<file path="config.mk">
export PLATFORM = sky130hd
export DESIGN_NAME = energy_smoother
export DESIGN_NICKNAME = d
export VERILOG_FILES = /design/src/rtl/energy_smoother_pkg.sv /design/src/rtl/energy_window_ram.sv /design/src/rtl/energy_smoother.sv
export SDC_FILE = /design/constraint.sdc
export NUM_CORES = 1
export LEC_CHECK = 0
export ABC_AREA = 1
export CORE_UTILIZATION = 44
export CTS_BUF_LIST = sky130_fd_sc_hd__clkbuf_16
export DETAILED_ROUTE_END_ITERATION = 16
export HOLD_SLACK_MARGIN = 0.03
export PLACE_DENSITY = 0.6
export SYNTH_ARGS = -nofsm -noshare
export SYNTH_HDL_FRONTEND = slang
export SYNTH_SLANG_ARGS = --single-unit
</file>
<file path="constraint.sdc">
create_clock -name clock -period 4.5 [get_ports clock]
set_input_delay 0.675 -clock clock [delete_from_list [all_inputs] [get_ports clock]]
set_output_delay 0.675 -clock clock [all_outputs]
set_load 0.005 [all_outputs]
</file>
<file path="src/rtl/energy_smoother_pkg.sv">
// Shared constants and helpers for the clap-detector energy path.
package energy_smoother_pkg;

    // Audio sample width and energy integration length used across the chain.
    localparam int unsigned CLAP_SAMPLE_WIDTH = 16;
    localparam int unsigned CLAP_DURATION     = 8;

    // Ceiling log2; clogb2(1) is 0.
    function automatic int unsigned clogb2(input int unsigned value);
        int unsigned v;
        int unsigned r;
        v = (value > 0) ? value - 1 : 0;
        r = 0;
        while (v > 0) begin
            v = v >> 1;
            r = r + 1;
        end
        return r;
    endfunction

    // Energy is a sum of squared samples over CLAP_DURATION frames.
    localparam int unsigned CLAP_ENERGY_WIDTH =
        CLAP_SAMPLE_WIDTH * 2 + clogb2(CLAP_DURATION);

endpackage

</file>
<file path="src/rtl/energy_window_ram.sv">
// Simple dual-port RAM holding the averaging window: one write port,
// one synchronous read port.
module energy_window_ram #(
    parameter int unsigned ENERGY_WIDTH = 35,
    parameter int unsigned ADDR_WIDTH   = 3
) (
    input  logic                    clock,
    input  logic                    wr_en,
    input  logic [ADDR_WIDTH-1:0]   wr_addr,
    input  logic [ENERGY_WIDTH-1:0] wr_data,
    input  logic [ADDR_WIDTH-1:0]   rd_addr,
    output logic [ENERGY_WIDTH-1:0] rd_data
);

    localparam int unsigned DEPTH = 1 << ADDR_WIDTH;

    logic [ENERGY_WIDTH-1:0] mem [DEPTH];

    // Write port.
    always_ff @(posedge clock) begin
        if (wr_en) begin
            mem[wr_addr] <= wr_data;
        end
    end

    // Registered read port.
    always_ff @(posedge clock) begin
        rd_data <= mem[rd_addr];
    end

endmodule

</file>
<file path="src/rtl/energy_smoother.sv">
// Moving-average filter: emits the mean of the last 2^WINDOW_LOG2 accepted
// energy words, with a zero-filled window at startup.
module energy_smoother
    import energy_smoother_pkg::*;
#(
    parameter int unsigned ENERGY_WIDTH = CLAP_ENERGY_WIDTH,
    parameter int unsigned WINDOW_LOG2  = 3
) (
    input  logic                    clock,
    input  logic                    reset,
    input  logic [ENERGY_WIDTH-1:0] energy_in_data,
    input  logic                    energy_in_valid,
    output logic                    energy_in_ready,
    output logic [ENERGY_WIDTH-1:0] energy_out_data,
    output logic                    energy_out_valid,
    input  logic                    energy_out_ready
);

    localparam int unsigned WINDOW     = 1 << WINDOW_LOG2;
    localparam int unsigned FILL_WIDTH = WINDOW_LOG2 + 1;
    localparam int unsigned ACC_WIDTH  = ENERGY_WIDTH + WINDOW_LOG2;

    logic [WINDOW_LOG2-1:0]  wr_ptr;
    logic [WINDOW_LOG2-1:0]  wr_ptr_next;
    logic [FILL_WIDTH-1:0]   fill;
    logic [ACC_WIDTH-1:0]    acc;
    logic [ACC_WIDTH-1:0]    acc_next;
    logic [ENERGY_WIDTH-1:0] rd_data;
    logic [ENERGY_WIDTH-1:0] old_word;
    logic                    window_full;
    logic                    accept;

    assign energy_in_ready = !energy_out_valid || energy_out_ready;
    assign accept          = energy_in_valid && energy_in_ready;
    assign window_full     = (fill == FILL_WIDTH'(WINDOW));

    // Next write pointer; it also addresses the RAM read so that the word
    // about to be overwritten is already on rd_data in the next accept cycle.
    always_comb begin
        wr_ptr_next = wr_ptr;
        if (reset) begin
            wr_ptr_next = '0;
        end else if (accept) begin
            wr_ptr_next = wr_ptr + WINDOW_LOG2'(1);
        end
    end

    // Running window sum; the evicted word only counts once the window is full.
    always_comb begin
        old_word = window_full ? rd_data : '0;
        acc_next = acc + ACC_WIDTH'(energy_in_data) - ACC_WIDTH'(old_word);
    end

    energy_window_ram #(
        .ENERGY_WIDTH (ENERGY_WIDTH),
        .ADDR_WIDTH   (WINDOW_LOG2)
    ) u_window_ram (
        .clock   (clock),
        .wr_en   (accept && !reset),
        .wr_addr (wr_ptr),
        .wr_data (energy_in_data),
        .rd_addr (wr_ptr_next),
        .rd_data (rd_data)
    );

    // Window state: pointer, fill level and accumulator.
    always_ff @(posedge clock) begin
        wr_ptr <= wr_ptr_next;
        if (reset) begin
            fill <= '0;
            acc  <= '0;
        end else if (accept) begin
            acc <= acc_next;
            if (!window_full) begin
                fill <= fill + FILL_WIDTH'(1);
            end
        end
    end

    // Single output register with pass-through backpressure.
    always_ff @(posedge clock) begin
        if (reset) begin
            energy_out_valid <= 1'b0;
            energy_out_data  <= '0;
        end else if (accept) begin
            energy_out_valid <= 1'b1;
            energy_out_data  <= acc_next[ACC_WIDTH-1:WINDOW_LOG2];
        end else if (energy_out_ready) begin
            energy_out_valid <= 1'b0;
        end
    end

endmodule

</file>
---- After elaboration in Yosys (flattened, before gate mapping) ----
Memories as Yosys holds them, arrays and structs flattened. A register that Yosys moved wholly into a read port is not among the register bits.
Cells that the tools add are included.
cells by class
  add/subtract/negate cells ............... 4
  $lt $le $gt $ge ......................... 0
  eq/ne operators ......................... 1
  bitwise logic cells ..................... 1
  shift-type cells ........................ 0
  muxes and demuxes ....................... 7
  divide/modulo/power cells ............... 0
  multipliers ............................. 0
  reductions and logical operators ........ 7
operator list
  cell                                                            number
  38-bit by 35-bit adder with 38-bit output                       1
  38-bit by 35-bit subtractor with 38-bit output                  1
  35-bit two-way mux                                              1
  3-bit two-way mux                                               2
  4-bit by 1-bit adder with 4-bit output (second input constant)  1
  4-bit equality test (second input constant)                     1
  1-bit two-way mux                                               4
  3-bit by 1-bit adder with 3-bit output (second input constant)  1
  1-bit logical AND                                               2
  1-bit logical NOT                                               2
  2-bit AND reduction                                             1
  2-bit nonzero test                                              1
  1-bit logical OR                                                1
  1-bit inverter                                                  1
word-level totals
  ROM bits ................................ 0
  memories ................................ 1
  flip-flop bits (word level) ............. 81
  bits in latches ......................... 0
  word-level logic and storage cells ...... 26
  output and inout bits ................... 37
  RAM bits ................................ 280
memories
  name              words  width  rd ports  clocked after memory_dff  write ports  RTL line                 text
  u_window_ram.mem  8      35     1         1                         1            energy_window_ram.sv:17  logic [ENERGY_WIDTH-1:0] mem [DEPTH];

---- Depth between registers and ports, before layout ----
Gate-level depths: netlist (run 1).
  depth after elaboration ................. 6
  depth in mapped cells ................... 22

---- By module ----
From an unflattened synthesis (run 1), not the netlist that was laid out.
unflattened totals
  cell total of the unflattened synthesis .. 2306
  area, all modules ....................... 19997.9 µm²
modules (own cells, without submodules)
  module             cells each  times used  area an instance (µm²)  sequential area each (µm²)
  energy_window_ram  1263        1           13805.7                 9108.7
  energy_smoother    1043        1           6192.2                  920.9

---- Worst setup path before layout (run 1) ----
No wires, ideal clock.
  path kind ............................... input to register
  start point ............................. in reset
  end point ............................... mem u_window_ram.mem[1][0] (enable)
  arrival ................................. 3452 ps
  required time ........................... 4029 ps
  slack ................................... 577 ps
  path buffers ............................ 1
  cell stages on the path ................. 4
  cell sequence ........................... buf_4 -> nor2_2 -> inv_1 -> nor3_1
between the ends
  cells in the longest elaborated chain, start to end .. 4
ends and longest elaborated chain
  item                                     RTL line                 text
  from (decl)                              energy_smoother.sv:10    input logic reset,
  1-bit logical NOT                        energy_smoother.sv:59    .wr_en (accept && !reset),
  1-bit logical AND                        energy_smoother.sv:59
  1-bit two-way mux                        energy_window_ram.sv:21  if (wr_en) begin
  1-bit two-way mux (implied by the code)  energy_window_ram.sv:22  mem[wr_addr] <= wr_data;
  to (decl)                                energy_window_ram.sv:17
No other way between the ends.

---- Final worst setup path (run 1) ----
  start point ............................. reg fill[0]
  end point ............................... reg acc[25]
between the ends
  cells in the longest elaborated chain, start to end .. 3
ends and longest elaborated chain
  item                                            RTL line               text
  from (decl)                                     energy_smoother.sv:25  logic [FILL_WIDTH-1:0] fill;
  from (signal assigned)                          energy_smoother.sv:75  fill <= fill + FILL_WIDTH'(1);
  4-bit equality test                             energy_smoother.sv:35  assign window_full = (fill == FILL_WIDTH'(WINDOW));
  35-bit two-way mux                              energy_smoother.sv:50  old_word = window_full ? rd_data : '0;
  38-bit by 35-bit subtractor with 38-bit output  energy_smoother.sv:51  acc_next = acc + ACC_WIDTH'(energy_in_data) - ACC_WIDTH'(old_word);
  to (signal assigned)                            energy_smoother.sv:73  acc <= acc_next;
  to (decl)                                       energy_smoother.sv:26  logic [ACC_WIDTH-1:0] acc;
No other way between the ends.
A chain may end at the register's enable or synchronous reset.

==> metrics.md, run 1 <==
| Metric | Value |
|---|---|
| Met2 wire len | approximately 22000 um |
| Worst-Skew Late Latency | approximately 0.57 ns |
| Most used DFF post-synth | edfxtp_1 |
| Crit path kind | reg -> reg |
| CTS Sinks | around 360 |
| Setup violators final | 0 |
| Ant diodes | 0 |
| Setup Buffers After CTS | 0 |
| Max VDD drop | 0.2751 mV |
| Die ar. | around 41000 um2 |
| Hold Crit Class | reg -> reg |
| Row cnt | 72 |
| Area contributors post-synth | edfxtp_1 48%, dfxtp_1 9.2%, nand2_1 7.4% |
| Worst Path Max Fanout | 10 |
| Most frequent cells in the layout | 345 x nand2_1, 327 x inv_1, 280 x edfxtp_1, 249 x nor2_1, 157 x o21ai_0 |
| Placer Congestion | ~0.93 |
| H-tree depth | 2 |
| Clock-pin slew on the worst setup and hold paths | roughly 0.06 ns |
| Post-synth top area cell | edfxtp_1 |
| Critical Path AT | a little over 4 ns |
| Pwr dens | between 400 and 500 nW/um2 |
| Post-synth EDFFs | 280 |
| Startpoint Class | flip-flop |
| WL final | 45470 um |
| Reg2reg start | fill[0] |
| DR WL/cell | about 18 um |
| Vias per cell | approximately 5.1 |
| Fmax | about 0.28 GHz |
| Synthesized instance count | around 1900 |
| Area Overhead vs Synth | 13.70% |
| Mapped Area | between 15000 and 20000 um2 |
| Yosys reg bits | about 360 |
| Hold_ws | 0.4656 ns |
| Final Critical Period | 3.579 ns |
| GRT overflow | 0 |
| Seq/Total Area, Yosys | 56.95% |
| Slew Limit Headroom | between 40 and 50% |
| TNS Setup | 0 ns |
| Initial antenna violation count | 2 |
| GRT Overall Usage | a little under a quarter |
| Ys async rst share | 0% |
| Nets | a little over 2000 |
| Yosys synthesis warning count | 0 |
| Unrepaired setup endpoints after global routing | false |
| Final hold vios | 0 |
| Number of remaining DRC errors | 0 |
| Max-cap violations | 0 |
| Avg Inst Size Synth | just over 9 um2 |
| Syn Nets | 1999 |
| Met3 routed WL | 2352 um |
| Clock root cell | clkbuf_16 |
| Util after Layout | 51.22% |
| Worst slew pin tran | approximately 0.82 ns |
| Drt pass-1 iters | 6 |
| Total Power | between 9 and 10 mW |
| Core ar. | a little under 40000 um2 |
| Outcome | finished, final reports clean |
| Crit path from | fill[0] |
| P_leak | roughly 8.4 nW |
| Crit. End Element | flip-flop |
| TritonCTS Buffers | 39 |
| Library cells used by synthesis | 35 |
| Iteration-0 DRC Markers | between 900 and 1000 |
| First-pass GRT wire length | ~71000 um |
| Die width | 202.1 um |
| M1 wire length | between 15000 and 20000 um |
| Fin. max-slew vios | 0 |
| Top-area cell type share of the netlist area | between 40% and 50% |
| Largest net degree at the start of global routing | 142 |
| Fillers | roughly 3600 |
| IO Port Bufs | between 70 and 80 |
| HPWL after detailed placement | roughly 30000 um |
| Hold buffers post-CTS | 0 |
| Highest metal layer with signal wires | met5 |
| Final Skew | around 0.016 ns |
| Share of post-route cells with drive strength above 1 | between 5 and 6% |
| Final period util | between 70% and 80% |
| Die H | 202.1 um |
| Starting density of the core | approximately 45% |
| Commonest non-fill, non-tap cell in the layout | nand2_1 |
| Post-route ant nets | 0 |
| Post-CTS Resized | 0 |
| Hold path startpoint | acc[0] |
| Total number of vias | 12660 |
| CTS tree | yes |
| IO Count | between 70 and 80 |
| CP Data Required Time | ~5 ns |
| Vias in the first global route | 12550 |
| Clock Tree Buf Depth | 3 |
## cells in the mapped netlist (3+ instances only)
| cell type | count |
|---|---|
| o22ai_1 | 70 |
| edfxtp_1 | 280 |
| nor3_1 | 12 |
| inv_1 | 316 |
| o21bai_1 | 3 |
| a21oi_1 | 72 |
| ha_1 | 41 |
| nor2_1 | 253 |
| o21ai_0 | 157 |
| clkbuf_1 | 29 |
| xor2_1 | 18 |
| dfxtp_1 | 81 |
| fa_1 | 35 |
| inv_2 | 5 |
| nand2_2 | 4 |
| o21ai_1 | 24 |
| buf_4 | 36 |
| nand2_1 | 345 |
| nand3_1 | 48 |
| buf_2 | 34 |
## cell type report
type                            instances  area (um2)  area share [%]
Clock buffer                           39       975.9           4.874
Sequential cell                       361       10030           50.09
Multi-Input combinational cell       1100        5864           29.29
Clock inverter                         32       212.7           1.062
Tap cell                              518       648.1           3.237
Timing Repair Buffer                  110        1084           5.411
Inverter                              322        1210           6.042
## final timing paths
path / cells after the start / slack (ns) / endpoint
setup / recovery: 19 / 0.92 / acc[25]
hold / removal: 2 / 0.47 / acc[0]
setup reg to reg: 19 / 0.92 / acc[25]
hold reg to reg: 2 / 0.47 / acc[0]
## worst max-delay path, cell delays in order, from the launching register on
cell	delay, ns
dfxtp_1	0.36
inv_1	0.08
ha_1	0.19
nand3_1	0.25
buf_4	0.24
nor2_1	0.09
fa_1	0.49
inv_1	0.04
ha_1	0.33
nand2_1	0.13
nor2_1	0.30
nand3_1	0.12
nand3_1	0.18
nand2_1	0.08
nand2_1	0.20
nand2_1	0.11
nand3_1	0.09
nand3_1	0.09
nand2_1	0.08
inv_1	0.04
## metrics by stage
stage          cells  instance area (um2)  setup slack (ns)
6_report        2482                20020            0.9214
3_3_place_gp    2411                18840            0.4810
4_1_cts         2482                20020            0.8923
2_1_floorplan   1884                17610            0.5771
5_1_grt         2482                20020            0.6367
3_5_place_dp    2411                18840            0.4502
## power breakdown
group / leakage, nW / total [mW] / internal (mW) / switching, mW
sequential: 3.20 / 3.82 / 3.75 / 0.0736
combinational: 4.62 / 2.29 / 0.803 / 1.49
clock: 0.617 / 2.99 / 1.65 / 1.34
## state kept, by name (all words and copies together), names as in the netlist
signal,count
acc,38
wr_ptr,3
fill,4
u_window_ram.mem,280
u_window_ram.rd_data,35
energy_out_valid,1
## metal layers
metal  up-vias  track usage (%)
met5         -                0
met4         2            7.846
met3        86            3.225
met2       352            39.29
met1      6022            29.72
li1       6202                -
## cell families after synthesis
group,count (synthesis),synth area share [%]
DFF,361,56.95
buffers and inverters,423,10.07
and+or+nand+nor,674,15.15
adders and majority gates,76,6.891
AOI/OAI and AO/OA,331,10.00
xor gates and xnor gates,19,0.9449
No activity file was read; power rests on OpenSTA's default activity.
==> run 2, diff against run 1 <==
Clock period 4.5 ns to 3.5 ns, I/O delays scaled along.
==> run 2 against run 1 <==
  * Count of clock-buffer cells in the layout is the same
  * Sequential share of layout area is 1.5 points lower
  * Combinational power up 44%
  * Register-to-register slack lost 0.70 ns
  * Wire length rose by 0.56%
  * Total power grew 33%
  * Global-route usage about the same
  * Worst hold slack better by 0.00065 ns
==> metrics.md, run 2 (synthesis results as in run 1) <==
| Metric | Value |
|---|---|
| Met2 wire len | 21210 um (was 21800 um) |
| Post-route ant nets | 0 (unchanged) |
| CP Data Required Time | 3.96 ns (was 4.96 ns) |
| Largest net degree at the start of global routing | 142 (unchanged) |
| Share of post-route cells with drive strength above 1 | 9.275% (was 5.499%) |
| Stages on worst setup path | 19 (unchanged) |
| Initial antenna violation count | 0 (was 2) |
| Die ar. | 40830 um2 (unchanged) |
| Placed cell area | 19310 um2 (was 18840 um2) |
| Nets | 2112 (was 2049) |
| Number of remaining DRC errors | 0 (unchanged) |
| Pre-CTS setup slack | -0.05795 ns (was 0.4502 ns) |
| Hold depth | 2 (unchanged) |
| Largest Register | u_window_ram.mem (unchanged) |
| Vias per cell | 5.090 (was 5.102) |
| IO Count | 76 (unchanged) |
| Most frequent cells in the layout | 343 x nand2_1, 332 x inv_1, 280 x edfxtp_1, 244 x nor2_1, 157 x o21ai_0 (was 345 x nand2_1, 327 x inv_1, 280 x edfxtp_1, 249 x nor2_1, 157 x o21ai_0) |
| Pwr dens | 587.7 nW/um2 (was 454.7 nW/um2) |
| GRT overflow | 0 (unchanged) |
| Clock-pin slew on the worst setup and hold paths | 0.06 ns (about the same) |
| Worst slew pin tran | 0.8356 ns (was 0.8158 ns) |
| Drt pass-1 iters | 6 (unchanged) |
| GRT Overall Usage | 22.92% (about the same) |
| Row cnt | 72 (unchanged) |
| Startpoint Class | flip-flop (unchanged) |
| M1 wire length | 20070 um (was 19990 um) |
| Worst R2R End | acc[32] (was acc[25]) |
| Worst Path Buf+Inv | 4 (unchanged) |
| Final Skew | 0.01978 ns (was 0.01551 ns) |
| Commonest non-fill, non-tap cell in the layout | nand2_1 (unchanged) |
| HPWL after detailed placement | 29970 um (was 29770 um) |
| Highest metal layer with signal wires | met4 (was met5) |
| IO Port Bufs | 75 (unchanged) |
| Sequential group share of total power | 40.5% (was 42.0%) |
| Final Worst Setup Slack | 0.2185 ns (was 0.9214 ns) |
| Final hold vios | 0 (unchanged) |
| CTS tree | yes (unchanged) |
| Met3 routed WL | 2646 um (was 2352 um) |
| P_int | 8.346 mW (was 6.204 mW) |
| Hold Crit Class | reg -> reg (unchanged) |
| Fin. max-slew vios | 0 (unchanged) |
| TNS Setup | 0 ns (unchanged) |
| Die width | 202.1 um (unchanged) |
| Crit. End Element | flip-flop (unchanged) |
| P_sw | 3.778 mW (was 2.902 mW) |
| TritonCTS Buffers | 39 (unchanged) |
| Util after Layout | 52.77% (was 51.22%) |
| Combinational share of power | 27.1% (was 25.2%) |
| WL final | 45730 um (was 45470 um) |
| Clock root cell | clkbuf_16 (unchanged) |
| Post-Place Cells | 2473 (was 2411) |
| Placer Congestion | 0.9502 (was 0.9349) |
| Reg2reg start | fill[0] (unchanged) |
| Clock share of power | 32.4% (was 32.8%) |
| Design area | 20630 um2 (was 20020 um2) |
| Clock Tree Buf Depth | 3 (unchanged) |
| Worst path slowest cell | fa_1 (unchanged) |
| Hold_ws | 0.4662 ns (was 0.4656 ns) |
| Hold path startpoint | acc[0] (unchanged) |
| H-tree depth | 2 (unchanged) |
| Worst reg2reg setup slack | 0.22 ns (was 0.92 ns) |
| Area Overhead vs Synth | 17.14% (was 13.70%) |
| Max reg flops | 280 (unchanged) |
| Core ar. | 39100 um2 (unchanged) |
| Setup violators final | 0 (unchanged) |
| Crit path kind | reg -> reg (unchanged) |
| Ant diodes | 0 (unchanged) |
| Worst-Skew Late Latency | 0.56 ns (was 0.57 ns) |
| Critical Path AT | 3.74 ns (was 4.04 ns) |
| Vias in the first global route | 12670 (was 12550) |
| DR WL/cell | 17.97 um (was 18.32 um) |
| Crit-path cells | inv_1 -> ha_1 -> nand3_2 -> buf_12 -> nor2_1 -> fa_1 -> fa_1 -> inv_1 -> nand3_1 -> nand3_2 -> nand2_1 -> nand3_1 -> nand2_1 -> nand2_2 -> nand2_1 -> nand3_1 -> nand3_1 -> nand2_1 -> inv_1 (was inv_1 -> ha_1 -> nand3_1 -> buf_4 -> nor2_1 -> fa_1 -> inv_1 -> ha_1 -> nand2_1 -> nor2_1 -> nand3_1 -> nand3_1 -> nand2_1 -> nand2_1 -> nand2_1 -> nand3_1 -> nand3_1 -> nand2_1 -> inv_1) |
| Worst Path Max Fanout | 15 (was 10) |
| Slew Limit Headroom | 44.29% (was 45.44%) |
| Max-cap violations | 0 (unchanged) |
| Final Non-Filler Cells | 2545 (was 2482) |
| Starting density of the core | 45.05% (unchanged) |
| First-pass GRT wire length | 71080 um (was 71370 um) |
| Total Power | 12.12 mW (was 9.106 mW) |
| Final Critical Period | 3.282 ns (was 3.579 ns) |
| Worst hold endpoint | acc[0] (unchanged) |
| Fmax | 0.3047 GHz (was 0.2794 GHz) |
| Switching Share | 31.16% (was 31.87%) |
| P_leak | 8.805 nW (was 8.437 nW) |
| CTS Sinks | 361 (unchanged) |
| Slowest stage delay, CP | 0.48 ns (was 0.49 ns) |
| Outcome | finished, final reports clean (unchanged) |
| Worst-case reg-to-reg path depth | 19 (unchanged) |
| Die H | 202.1 um (unchanged) |
| Fillers | 3552 (was 3632) |
| Final period util | 93.76% (was 79.52%) |
| Total number of vias | 12950 (was 12660) |
| Max VDD drop | 0.3500 mV (was 0.2751 mV) |
| Top Family by Delay on Critical Path | simple AND/OR/NAND/NOR gates (unchanged) |
| Top flop regs | u_window_ram.mem (280), acc (38), u_window_ram.rd_data (35) (unchanged) |
| Iteration-0 DRC Markers | 1062 (was 946) |
## run 2: power groups by stage
stage / combinational [mW] / clock [mW] / sequential (mW)
global placement: 3.18 / 0 / 5.00
CTS: 3.22 / 4.01 / 4.92
finish: 3.29 / 3.93 / 4.91
detailed placement: 3.20 / 0 / 5.00
floorplan: 2.10 / 0 / 4.97
global route: 3.71 / 4.17 / 4.93
## run 2: area by class of cell
cell class | instances | area (um2) | area share, %
repair buffers | 173 | 1587 | 7.690
well taps | 518 | 648.1 | 3.141
flip-flops and latches | 361 | 10030 | 48.61
inverters | 322 | 1210 | 5.865
clock inverters | 32 | 234.0 | 1.134
multi-input cells | 1100 | 5947 | 28.83
clock buffers | 39 | 975.9 | 4.730
## run 2: worst max path at each step
stage                                 start  slack (ns)                endpoint
after detailed placement  energy_in_data[7]       -0.06                 acc[25]
after global routing                fill[0]      -0.006                 acc[25]
final                               fill[0]        0.22                 acc[32]
after floorplan                       reset       -0.27  u_window_ram.mem[1][0]
after CTS                           fill[0]        0.11                 acc[32]
after global placement    energy_in_data[1]       -0.07                 acc[32]
## run 2: what timing repair did
| action | in CTS | in global routing |
|---|---|---|
| buffers inserted | 0 | 0 |
| setup endpoints to repair | 0 | 21 |
| hold buffers | 0 | 0 |
| resized for setup | 0 | 18 |
| hold endpoints to repair | 0 | 0 |
## run 2: worst min-delay path: stages (launching register included)
cell and delay, ns:
dfxtp_1 0.30, inv_1 0.06, a21oi_1 0.06
## run 2: routing by layer
layer,up-vias,GRT usage [%]
li1,6323,-
met1,6168,29.94
met2,381,37.63
met3,82,3.821
met4,0,9.903
met5,-,0
